[src/rtl/keypad_pkg.sv]
// Shared types and constants for the 4x4 hex keypad scanner.
// Holds the FSM state enum, the row/column-to-hex key map and the column reset pattern.
package keypad_pkg;

  typedef enum logic [1:0] {
    SCAN     = 2'd0,
    DEBOUNCE = 2'd1,
    HELD     = 2'd2
  } scan_state_t;

  localparam logic [3:0] COL_INIT = 4'b1110;

  // Indexed as KEY_MAP[row][col]; index 0 is the leftmost nibble of each row.
  localparam logic [0:3][0:3][3:0] KEY_MAP = {
    16'h123A,
    16'h456B,
    16'h789C,
    16'hE0FD
  };

  function automatic logic [1:0] low_idx(input logic [3:0] v);
    if (!v[0]) return 2'd0;
    else if (!v[1]) return 2'd1;
    else if (!v[2]) return 2'd2;
    else return 2'd3;
  endfunction

  function automatic logic [3:0] rot_col(input logic [3:0] c);
    return {c[2:0], c[3]};
  endfunction

endpackage

[src/rtl/keypad_scanner_sync_2ff.sv]
// Two-flop synchronizer for asynchronous level inputs.
// The reset value is supplied as a port so idle-high buses come out of reset inactive.
module sync_2ff #(
  parameter int unsigned WIDTH = 4
) (
  input  logic             clk,
  input  logic             rst,
  input  logic [WIDTH-1:0] rst_val_i,
  input  logic [WIDTH-1:0] d_i,
  output logic [WIDTH-1:0] q_o
);

  logic [WIDTH-1:0] meta_q;
  logic [WIDTH-1:0] sync_q;

  always_ff @(posedge clk or posedge rst) begin
    if (rst) begin
      meta_q <= rst_val_i;
      sync_q <= rst_val_i;
    end else begin
      meta_q <= d_i;
      sync_q <= meta_q;
    end
  end

  assign q_o = sync_q;

endmodule

[src/rtl/keypad_scanner.sv]
// 4x4 hex keypad scanner: column scan, press/release debounce, one key_valid pulse per press.
// Define KEYPAD_TYPEMATIC_EN to add auto-repeat pulses while a key stays held.
module keypad_scanner
  import keypad_pkg::*;
#(
  parameter int unsigned SCAN_CYCLES     = 250,
  parameter int unsigned DEBOUNCE_CYCLES = 1000
`ifdef KEYPAD_TYPEMATIC_EN
  ,
  parameter int unsigned REPEAT_DELAY    = 50000,
  parameter int unsigned REPEAT_PERIOD   = 10000
`endif
) (
  input  logic       clk,
  input  logic       rst,
  input  logic [3:0] fil,
  output logic [3:0] col,
  output logic       key_valid,
  output logic [3:0] key_code,
  output logic       key_held
);

  localparam int unsigned SLOT_W = $clog2(SCAN_CYCLES);
  localparam int unsigned DEB_W  = $clog2(DEBOUNCE_CYCLES);
  localparam logic [SLOT_W-1:0] SLOT_LAST = SLOT_W'(SCAN_CYCLES - 1);
  localparam logic [DEB_W-1:0]  DEB_LAST  = DEB_W'(DEBOUNCE_CYCLES - 1);

  logic [3:0]        fs;
  scan_state_t       state_q, state_d;
  logic [SLOT_W-1:0] slot_q, slot_d;
  logic [DEB_W-1:0]  cnt_q, cnt_d;
  logic [1:0]        row_q, row_d;
  logic [1:0]        cidx_q, cidx_d;
  logic [3:0]        col_q, col_d;
  logic              vld_q, vld_d;
  logic [3:0]        code_q, code_d;
  logic              held_q, held_d;

`ifdef KEYPAD_TYPEMATIC_EN
  localparam int unsigned REP_MAX = (REPEAT_DELAY > REPEAT_PERIOD) ? REPEAT_DELAY : REPEAT_PERIOD;
  localparam int unsigned REP_W   = $clog2(REP_MAX);
  localparam logic [REP_W-1:0] REP_DLY_LAST = REP_W'(REPEAT_DELAY - 1);
  localparam logic [REP_W-1:0] REP_PER_LAST = REP_W'(REPEAT_PERIOD - 1);

  logic [REP_W-1:0] rep_q, rep_d;
  logic             rep_ph_q, rep_ph_d;
`endif

  sync_2ff #(.WIDTH(4)) u_sync (
    .clk      (clk),
    .rst      (rst),
    .rst_val_i(4'b1111),
    .d_i      (fil),
    .q_o      (fs)
  );

  always_ff @(posedge clk or posedge rst) begin
    if (rst) begin
      state_q <= SCAN;
      slot_q  <= '0;
      cnt_q   <= '0;
      row_q   <= '0;
      cidx_q  <= '0;
      col_q   <= COL_INIT;
      vld_q   <= 1'b0;
      code_q  <= 4'h0;
      held_q  <= 1'b0;
`ifdef KEYPAD_TYPEMATIC_EN
      rep_q    <= '0;
      rep_ph_q <= 1'b0;
`endif
    end else begin
      state_q <= state_d;
      slot_q  <= slot_d;
      cnt_q   <= cnt_d;
      row_q   <= row_d;
      cidx_q  <= cidx_d;
      col_q   <= col_d;
      vld_q   <= vld_d;
      code_q  <= code_d;
      held_q  <= held_d;
`ifdef KEYPAD_TYPEMATIC_EN
      rep_q    <= rep_d;
      rep_ph_q <= rep_ph_d;
`endif
    end
  end

  always_comb begin
    state_d = state_q;
    slot_d  = slot_q;
    cnt_d   = cnt_q;
    row_d   = row_q;
    cidx_d  = cidx_q;
    col_d   = col_q;
    vld_d   = 1'b0;
    code_d  = code_q;
    held_d  = held_q;
`ifdef KEYPAD_TYPEMATIC_EN
    rep_d    = rep_q;
    rep_ph_d = rep_ph_q;
`endif

    unique case (state_q)
      SCAN: begin
        if (slot_q == SLOT_LAST) begin
          slot_d = '0;
          // Sample rows before rotating so a hit stays on the column that produced it.
          if (fs != 4'b1111) begin
            row_d   = low_idx(fs);
            cidx_d  = low_idx(col_q);
            cnt_d   = '0;
            state_d = DEBOUNCE;
          end else begin
            col_d = rot_col(col_q);
          end
        end else begin
          slot_d = slot_q + 1'b1;
        end
      end

      DEBOUNCE: begin
        if (!fs[row_q]) begin
          if (cnt_q == DEB_LAST) begin
            vld_d   = 1'b1;
            code_d  = KEY_MAP[row_q][cidx_q];
            held_d  = 1'b1;
            cnt_d   = '0;
            state_d = HELD;
`ifdef KEYPAD_TYPEMATIC_EN
            rep_d    = '0;
            rep_ph_d = 1'b0;
`endif
          end else begin
            cnt_d = cnt_q + 1'b1;
          end
        end else begin
          slot_d  = '0;
          col_d   = rot_col(col_q);
          state_d = SCAN;
        end
      end

      HELD: begin
        // Release needs every row high, so extra keys on the held column keep it pending.
        if (fs == 4'b1111) begin
          if (cnt_q == DEB_LAST) begin
            held_d  = 1'b0;
            cnt_d   = '0;
            slot_d  = '0;
            col_d   = rot_col(col_q);
            state_d = SCAN;
          end else begin
            cnt_d = cnt_q + 1'b1;
          end
        end else begin
          cnt_d = '0;
        end
`ifdef KEYPAD_TYPEMATIC_EN
        if (!fs[row_q]) begin
          if ((!rep_ph_q && rep_q == REP_DLY_LAST) || (rep_ph_q && rep_q == REP_PER_LAST)) begin
            vld_d    = 1'b1;
            rep_d    = '0;
            rep_ph_d = 1'b1;
          end else begin
            rep_d = rep_q + 1'b1;
          end
        end else begin
          rep_d    = '0;
          rep_ph_d = 1'b0;
        end
`endif
      end

      default: state_d = SCAN;
    endcase
  end

  assign col       = col_q;
  assign key_valid = vld_q;
  assign key_code  = code_q;
  assign key_held  = held_q;

endmodule
[config.mk]
export PLATFORM = sky130hd
export DESIGN_NAME = keypad_scanner
export DESIGN_NICKNAME = d
export VERILOG_FILES = /design/src/rtl/keypad_pkg.sv /design/src/rtl/keypad_scanner_sync_2ff.sv /design/src/rtl/keypad_scanner.sv
export SDC_FILE = /design/constraint.sdc
export NUM_CORES = 1
export LEC_CHECK = 0
export CORE_UTILIZATION = 52
export CTS_CLUSTER_DIAMETER = 30
export DETAILED_ROUTE_END_ITERATION = 8
export PLACE_DENSITY_LB_ADDON = 0.15
export RECOVER_POWER = 25
export SLEW_MARGIN = 15
export SYNTH_ARGS = -nofsm -noshare
export SYNTH_HDL_FRONTEND = slang
export SYNTH_SLANG_ARGS = --single-unit
[constraint.sdc]
create_clock -name clk -period 2 [get_ports clk]
set_clock_uncertainty 0.05 [all_clocks]
set_input_delay 0.2 -clock clk [delete_from_list [all_inputs] [get_ports clk]]
set_output_delay 0.2 -clock clk [all_outputs]
set_load 0.05 [all_outputs]
==> results of run 1 <==
==> worst register-to-register path, delay by kind of cell (launching register included) <==
| kind | cells | cell delay, ns |
|---|---|---|
| compound gates | 1 | 0.47 |
| flops | 1 | 0.39 |
| simple gates | 4 | 1.20 |
==> cell families after synthesis <==
group / share of synthesized area, %
compound gates: 19.9
xor+xnor: 0.409
fa+ha+maj: 4.09
buf+inv: 2.45
flops: 49.7
mux: 3.68
simple gates: 19.7
==> cell usage after synthesis (4+ instances only) <==
master	instances
nand2_1	26
inv_1	7
a21o_1	11
dfstp_2	11
nor2_1	12
o21ai_0	19
dfrtp_1	31
nand3_1	10
mux2_2	5
a22o_1	7
ha_1	7
nand2b_1	6
a31oi_1	4
==> power by group through the flow <==
stage	registers (mW)	clock network, mW	logic, mW
after floorplan	0.883	0	0.0172
after global placement	0.884	0	0.0335
after detailed placement	0.885	0	0.0346
after CTS	0.869	0.674	0.0354
after global routing	0.871	0.709	0.0371
final	0.870	0.666	0.0321
==> registers in the layout, indices dropped and copies added, names as in the netlist <==
name	flops
u_sync.q_o	4
state_q	2
cnt_q	10
row_q	2
col	4
u_sync.meta_q	4
cidx_q	2
slot_q	8
key_valid	1
key_code	4
key_held	1
==> layout by cell type (no fill, tap or decap), types with 6 or more instances in the layout <==
| master | synthesis | routed |
|---|---|---|
| clkdlybuf4s50_1 | 0 | 10 |
| nor2_1 | 12 | 10 |
| buf_4 | 0 | 28 |
| nand3_1 | 10 | 9 |
| dfstp_2 | 11 | 11 |
| nand2b_1 | 6 | 6 |
| a21o_1 | 11 | 10 |
| a22o_1 | 7 | 7 |
| nand2_1 | 26 | 26 |
| o21ai_0 | 19 | 18 |
| inv_1 | 7 | 6 |
| dfrtp_1 | 31 | 31 |
==> worst max-delay path by stage <==
stage,slack [ns],from,to
2_1_floorplan,0.06,state_q[0],cnt_q[9]
3_5_place_dp,-0.08,u_sync.q_o[1],slot_q[4]
6_report,-0.17,cnt_q[4],slot_q[3]
5_1_grt,-0.22,cnt_q[4],slot_q[3]
4_1_cts,-0.04,u_sync.q_o[0],slot_q[4]
3_3_place_gp,0.03,u_sync.q_o[1],slot_q[3]
==> layer usage <==
| metal | global-route usage (%) | up-vias |
|---|---|---|
| met3 | 6.38 | 14 |
| met2 | 43.1 | 48 |
| met1 | 29.5 | 860 |
| li1 | - | 849 |
| met5 | 0 | - |
| met4 | 10.9 | 0 |
==> final cells by class <==
| class | count | area [um2] | share of cell area (%) |
|---|---|---|---|
| Clock inverter | 3 | 45.0 | 1.64 |
| Sequential cell | 42 | 1060 | 38.8 |
| Tap cell | 48 | 60.1 | 2.19 |
| Multi-Input combinational cell | 154 | 1100 | 40.2 |
| Timing Repair Buffer | 45 | 377 | 13.7 |
| Inverter | 7 | 26.3 | 0.958 |
| Clock buffer | 5 | 68.8 | 2.51 |
==> timing repair <==
item / CTS / global route
endpoints found under the hold margin: 0 / 0
setup buffers: 1 / 2
hold buffers: 0 / 0
pin swaps: 3 / 6
resized for setup: 4 / 12
endpoints found under the setup margin: 18 / 20
==> through the flow <==
step	TNS, ns	cell area, um2	hold slack, ns
after floorplan	0	2150	0.154
after global placement	0	2540	0.298
after detailed placement	-0.336	2540	0.301
after CTS	-0.148	2680	0.254
after global routing	-1.93	2740	0.310
final	-1.13	2740	0.303
==> flow_summary.yaml, run 1 <==
detailed_routing:
  wl_met2_mm: 2.46
  highest_layer: "met4"
  dr_wl_met3_um: 169
  vias: 1771
  met1_length_mm: 2.08
  viasPerCell: 5.83
  drc: 0
  firstDrtPassIters: 4
  drt_iter0_drc: 125
  wl_per_cell_um: 15.9
  routed_wl_mm: 4.83
  final_antenna_net_count: 0
final_layout:
  layoutNonFillerInstCount: 304
  final_util_pct: 72.2
  finish.net_count: 268
  syn2layout_area_growth_pct: 28.2
  antenna_cells: 0
  drive_gt1_share_pct: 29.3
  fillers: 266
critical_path:
  crit_type: "flip-flop to flip-flop"
  cp.required_ns: 2.18
  crit_chain: "or3b_4 -> o41ai_4 -> nand3b_4 -> or4_4 -> nand3_2"
  path_buf_inv: 0
  critPathCaptureType: "flip-flop"
  reg2regPathDepth: 5
  worstReg2RegStart: "cnt_q[4]"
  path_depth: 5
  path_max_fanout: 4
  arrival_ns: 2.35
  ff2ff_setup_slack_ns: -0.17
  cp_slowest_cell: "or4_4"
  max_stage_delay_ns: 0.51
  critPathTopFamily: "simple AND/OR/NAND/NOR gates"
  regToRegEndpoint: "slot_q[3]"
  cp-start-kind: "flip-flop"
floorplan:
  die_y_um: 66.2
  core_area_um2: 3800
  die-area_um2: 4380
  placementRows: 22
  start_util_pct: 56.4
  die_w_um: 66.2
  boundaryPins: 16
placed_design:
  gp_congestion: 0.818
  pre_cts_slack_ns: -0.0845
  post-place-cells: 293
  dp_hpwl_mm: 3.45
  io_buffers: 15
job:
  maxCapViolCount: 0
power:
  p_leak_nw: 1.22
  power_frac_clock_pct: 42.5
  peakVddDrop_v: 0.000450
  intPower_mw: 1.25
  powerDensity_nw_per_um2: 571
  power.total_mw: 1.57
  p_sw_mw: 0.321
  p_sw_share_pct: 20.5
  seq_power_share_pct: 55.5
  comb_power_share_pct: 2.0
yosys:
  ys_types: 45
  yosysTopAreaCell: "dfrtp_1"
  synth_edf_count: 0
  syn_avg_cell_area_um2: 10.2
  seq_area_frac_synth_pct: 49.7
  yosysTopAreaCellShare_pct: 36.2
  synthCells: 209
  yosysWarnings: 0
  synthTopCellsByArea: "dfrtp_1, dfstp_2, nand2_1"
  ys.flop_type: "dfrtp_1"
  ys_async_sr_fraction_pct: 100
  ys_ff_latch: 42
  syn_nets: 222
  synth.cell_area_um2: 2140
clock_tree:
  cts_sinks: 42
  clkLatencyLatePin_ns: 0.29
  numCtsBuffers: 5
  clock_path_buffers: 2
  clockRootBuffer: "clkbuf_8"
  clkTransAtPathRegs_ns: 0.09
  cts.htree.levels: 2
  cts_tree: "done"
grt:
  grt_pass1_vias: 1863
  grt_pass1_wl_mm: 8.15
  gr-total-overflow: 0
  grtUsageTotal_pct: 25.1
  grt_max_degree: 43
  antenna_found_initial: 0
timing:
  tightestPinTransition_ns: 0.995
  rsz0062_at_grt: "yes"
  fin_crit_ns: 2.17
  setup_ws_ns: -0.166
  period_share_pct: 108
  slew_headroom_pct: 33.7
  hold_viol: 0
  slew_violations: 0
  finalSetupViolCount: 11
  timing.fmax_mhz: 462
status:
  outcome: "finished with violations"
  violations: "setup timing"
worst_hold_path:
  hold_path_end: "u_sync.q_o[3]"
  worstHoldStart: "u_sync.meta_q[3]"
  hold_path_depth: 0
  hold_path.class: "flip-flop to flip-flop"
(Power assumes the default switching activity.)
==> inputs of run 2 (changes only) <==
CAP_MARGIN = 30   (was unset)
==> results of run 2 <==
Same layout as run 1: the final DEF is identical, and so are final timing and power.
==> inputs of run 3 (changes only) <==
SKIP_CTS_REPAIR_TIMING = 1   (was unset)
==> run 3 against run 2 <==
  * The flow still finishes with violations (setup timing)
  * Critical path depth did not move
  * Core utilization is 1.4 points higher
  * Highest routed layer unchanged
  * Non-clock buffer count rose by 1
==> flow_summary.yaml, run 3 (synthesized netlist as in run 1, its figures left out) <==
status:
  outcome: "finished with violations"
  violations: "setup timing"
critical_path:
  path_max_fanout: 4
  crit_type: "flip-flop to flip-flop"
  critPathCaptureType: "flip-flop"
  worstReg2RegStart: "cnt_q[3]"
  regToRegEndpoint: "slot_q[3]"
  reg2regPathDepth: 5
  ff2ff_setup_slack_ns: -0.11
  arrival_ns: 2.30
  cp.required_ns: 2.19
  cp-start-kind: "flip-flop"
timing:
  finalSetupViolCount: 9
  slew_violations: 0
  setup_ws_ns: -0.111
  fin_crit_ns: 2.11
  finalSetupTns_ns: -0.594
  timing.fmax_mhz: 474
  slew_headroom_pct: 31.8
  rsz0062_at_grt: "yes"
  period_share_pct: 106
  hold_viol: 0
  tightestPinTransition_ns: 1.02
final_layout:
  regMostFlops: "cnt_q"
  layout_common_cells: "dfrtp_1, buf_4, nand2_1, o21ai_0"
  fillers: 256
  top_regs: "cnt_q (10), slot_q (8)"
  final_util_pct: 73.6
  largest_reg_flops: 10
  antenna_cells: 0
  syn2layout_area_growth_pct: 30.7
  fin_area_um2: 2800
  drive_gt1_share_pct: 30.0
  finish.net_count: 269
  layout_commonest_cell: "dfrtp_1"
worst_hold_path:
  worstHoldStart: "u_sync.meta_q[3]"
  hold_path.class: "flip-flop to flip-flop"
  hold_path_depth: 0
  hold_path_end: "u_sync.q_o[3]"
detailed_routing:
  final_antenna_net_count: 0
  routed_wl_mm: 5.15
  vias: 1808
  wl_per_cell_um: 16.9
  firstDrtPassIters: 4
  drt_iter0_drc: 191
  viasPerCell: 5.93
  drc: 0
placed_design:
  post_dp_cell_area_um2: 2540
  dp_hpwl_mm: 3.45
  gp_congestion: 0.818
  pre_cts_slack_ns: -0.0845
  io_buffers: 15
floorplan:
  die_w_um: 66.2
  core_area_um2: 3800
  boundaryPins: 16
  die_y_um: 66.2
  placementRows: 22
  start_util_pct: 56.4
  die-area_um2: 4380
clock_tree:
  cts_tree: "done"
  clkLatencyLatePin_ns: 0.30
  cts.htree.levels: 2
  clock_path_buffers: 2
  clkTransAtPathRegs_ns: 0.09
  cts_sinks: 42
  clockRootBuffer: "clkbuf_8"
  numCtsBuffers: 5
power:
  powerDensity_nw_per_um2: 564
  p_leak_nw: 1.22
  peakVddDrop_v: 0.000439
grt:
  grt_pass1_vias: 1863
  grt_pass1_wl_mm: 8.15
  grt_max_degree: 43
  gr-total-overflow: 0
  antenna_found_initial: 0
  grtUsageTotal_pct: 25.1
job:
  maxCapViolCount: 0
run 3: routing by layer:
metal | part of all wire, % | vias to the layer above | wire (um) | global-route usage [%]
met5 | 0 | - | 0 | 0
met4 | 3.2 | 0 | 163 | 11.4
met3 | 4.4 | 16 | 227 | 6.55
met2 | 52 | 48 | 2680 | 42.6
met1 | 40 | 890 | 2080 | 29.5
li1 | - | 854 | - | -
run 3: worst max-delay path by stage:
stage	from	endpoint
2_1_floorplan	state_q[0]	cnt_q[9]
3_3_place_gp	u_sync.q_o[1]	slot_q[3]
3_5_place_dp	u_sync.q_o[1]	slot_q[4]
4_1_cts	u_sync.q_o[1]	slot_q[4]
5_1_grt	cnt_q[3]	slot_q[3]
6_report	cnt_q[3]	slot_q[3]
run 3: layout make-up:
class	instances	area, um2	share of cell area [%]
clock buffer	5	68.8	2.46
clock inverter	3	45.0	1.61
inverter	7	26.3	0.939
multi-input combinational	154	1150	41.1
sequential	42	1060	38.1
tap	48	60.1	2.15
timing repair buffer	46	384	13.7
run 3: stage by stage:
| stage | hold WS [ns] | instances | power [mW] |
|---|---|---|---|
| after global routing | 0.306 | 305 | 1.62 |
| after floorplan | 0.154 | 209 | 0.900 |
| final | 0.299 | 305 | 1.58 |
| after global placement | 0.298 | 293 | 0.917 |
| after CTS | 0.254 | 301 | 1.58 |
| after detailed placement | 0.301 | 293 | 0.920 |
run 3: worst max-delay path, stage by stage (launching register included):
cell and delay (ns):
dfrtp_1 0.39, or3b_4 0.43, o41ai_4 0.45, nand3b_4 0.14
or4_1 0.50, nand3_1 0.10
run 3: power breakdown:
group / total, mW / switching, mW / internal, mW
Clock: 0.676 / 0.305 / 0.371
Sequential: 0.870 / 0.00647 / 0.864
Combinational: 0.0319 / 0.0210 / 0.0109
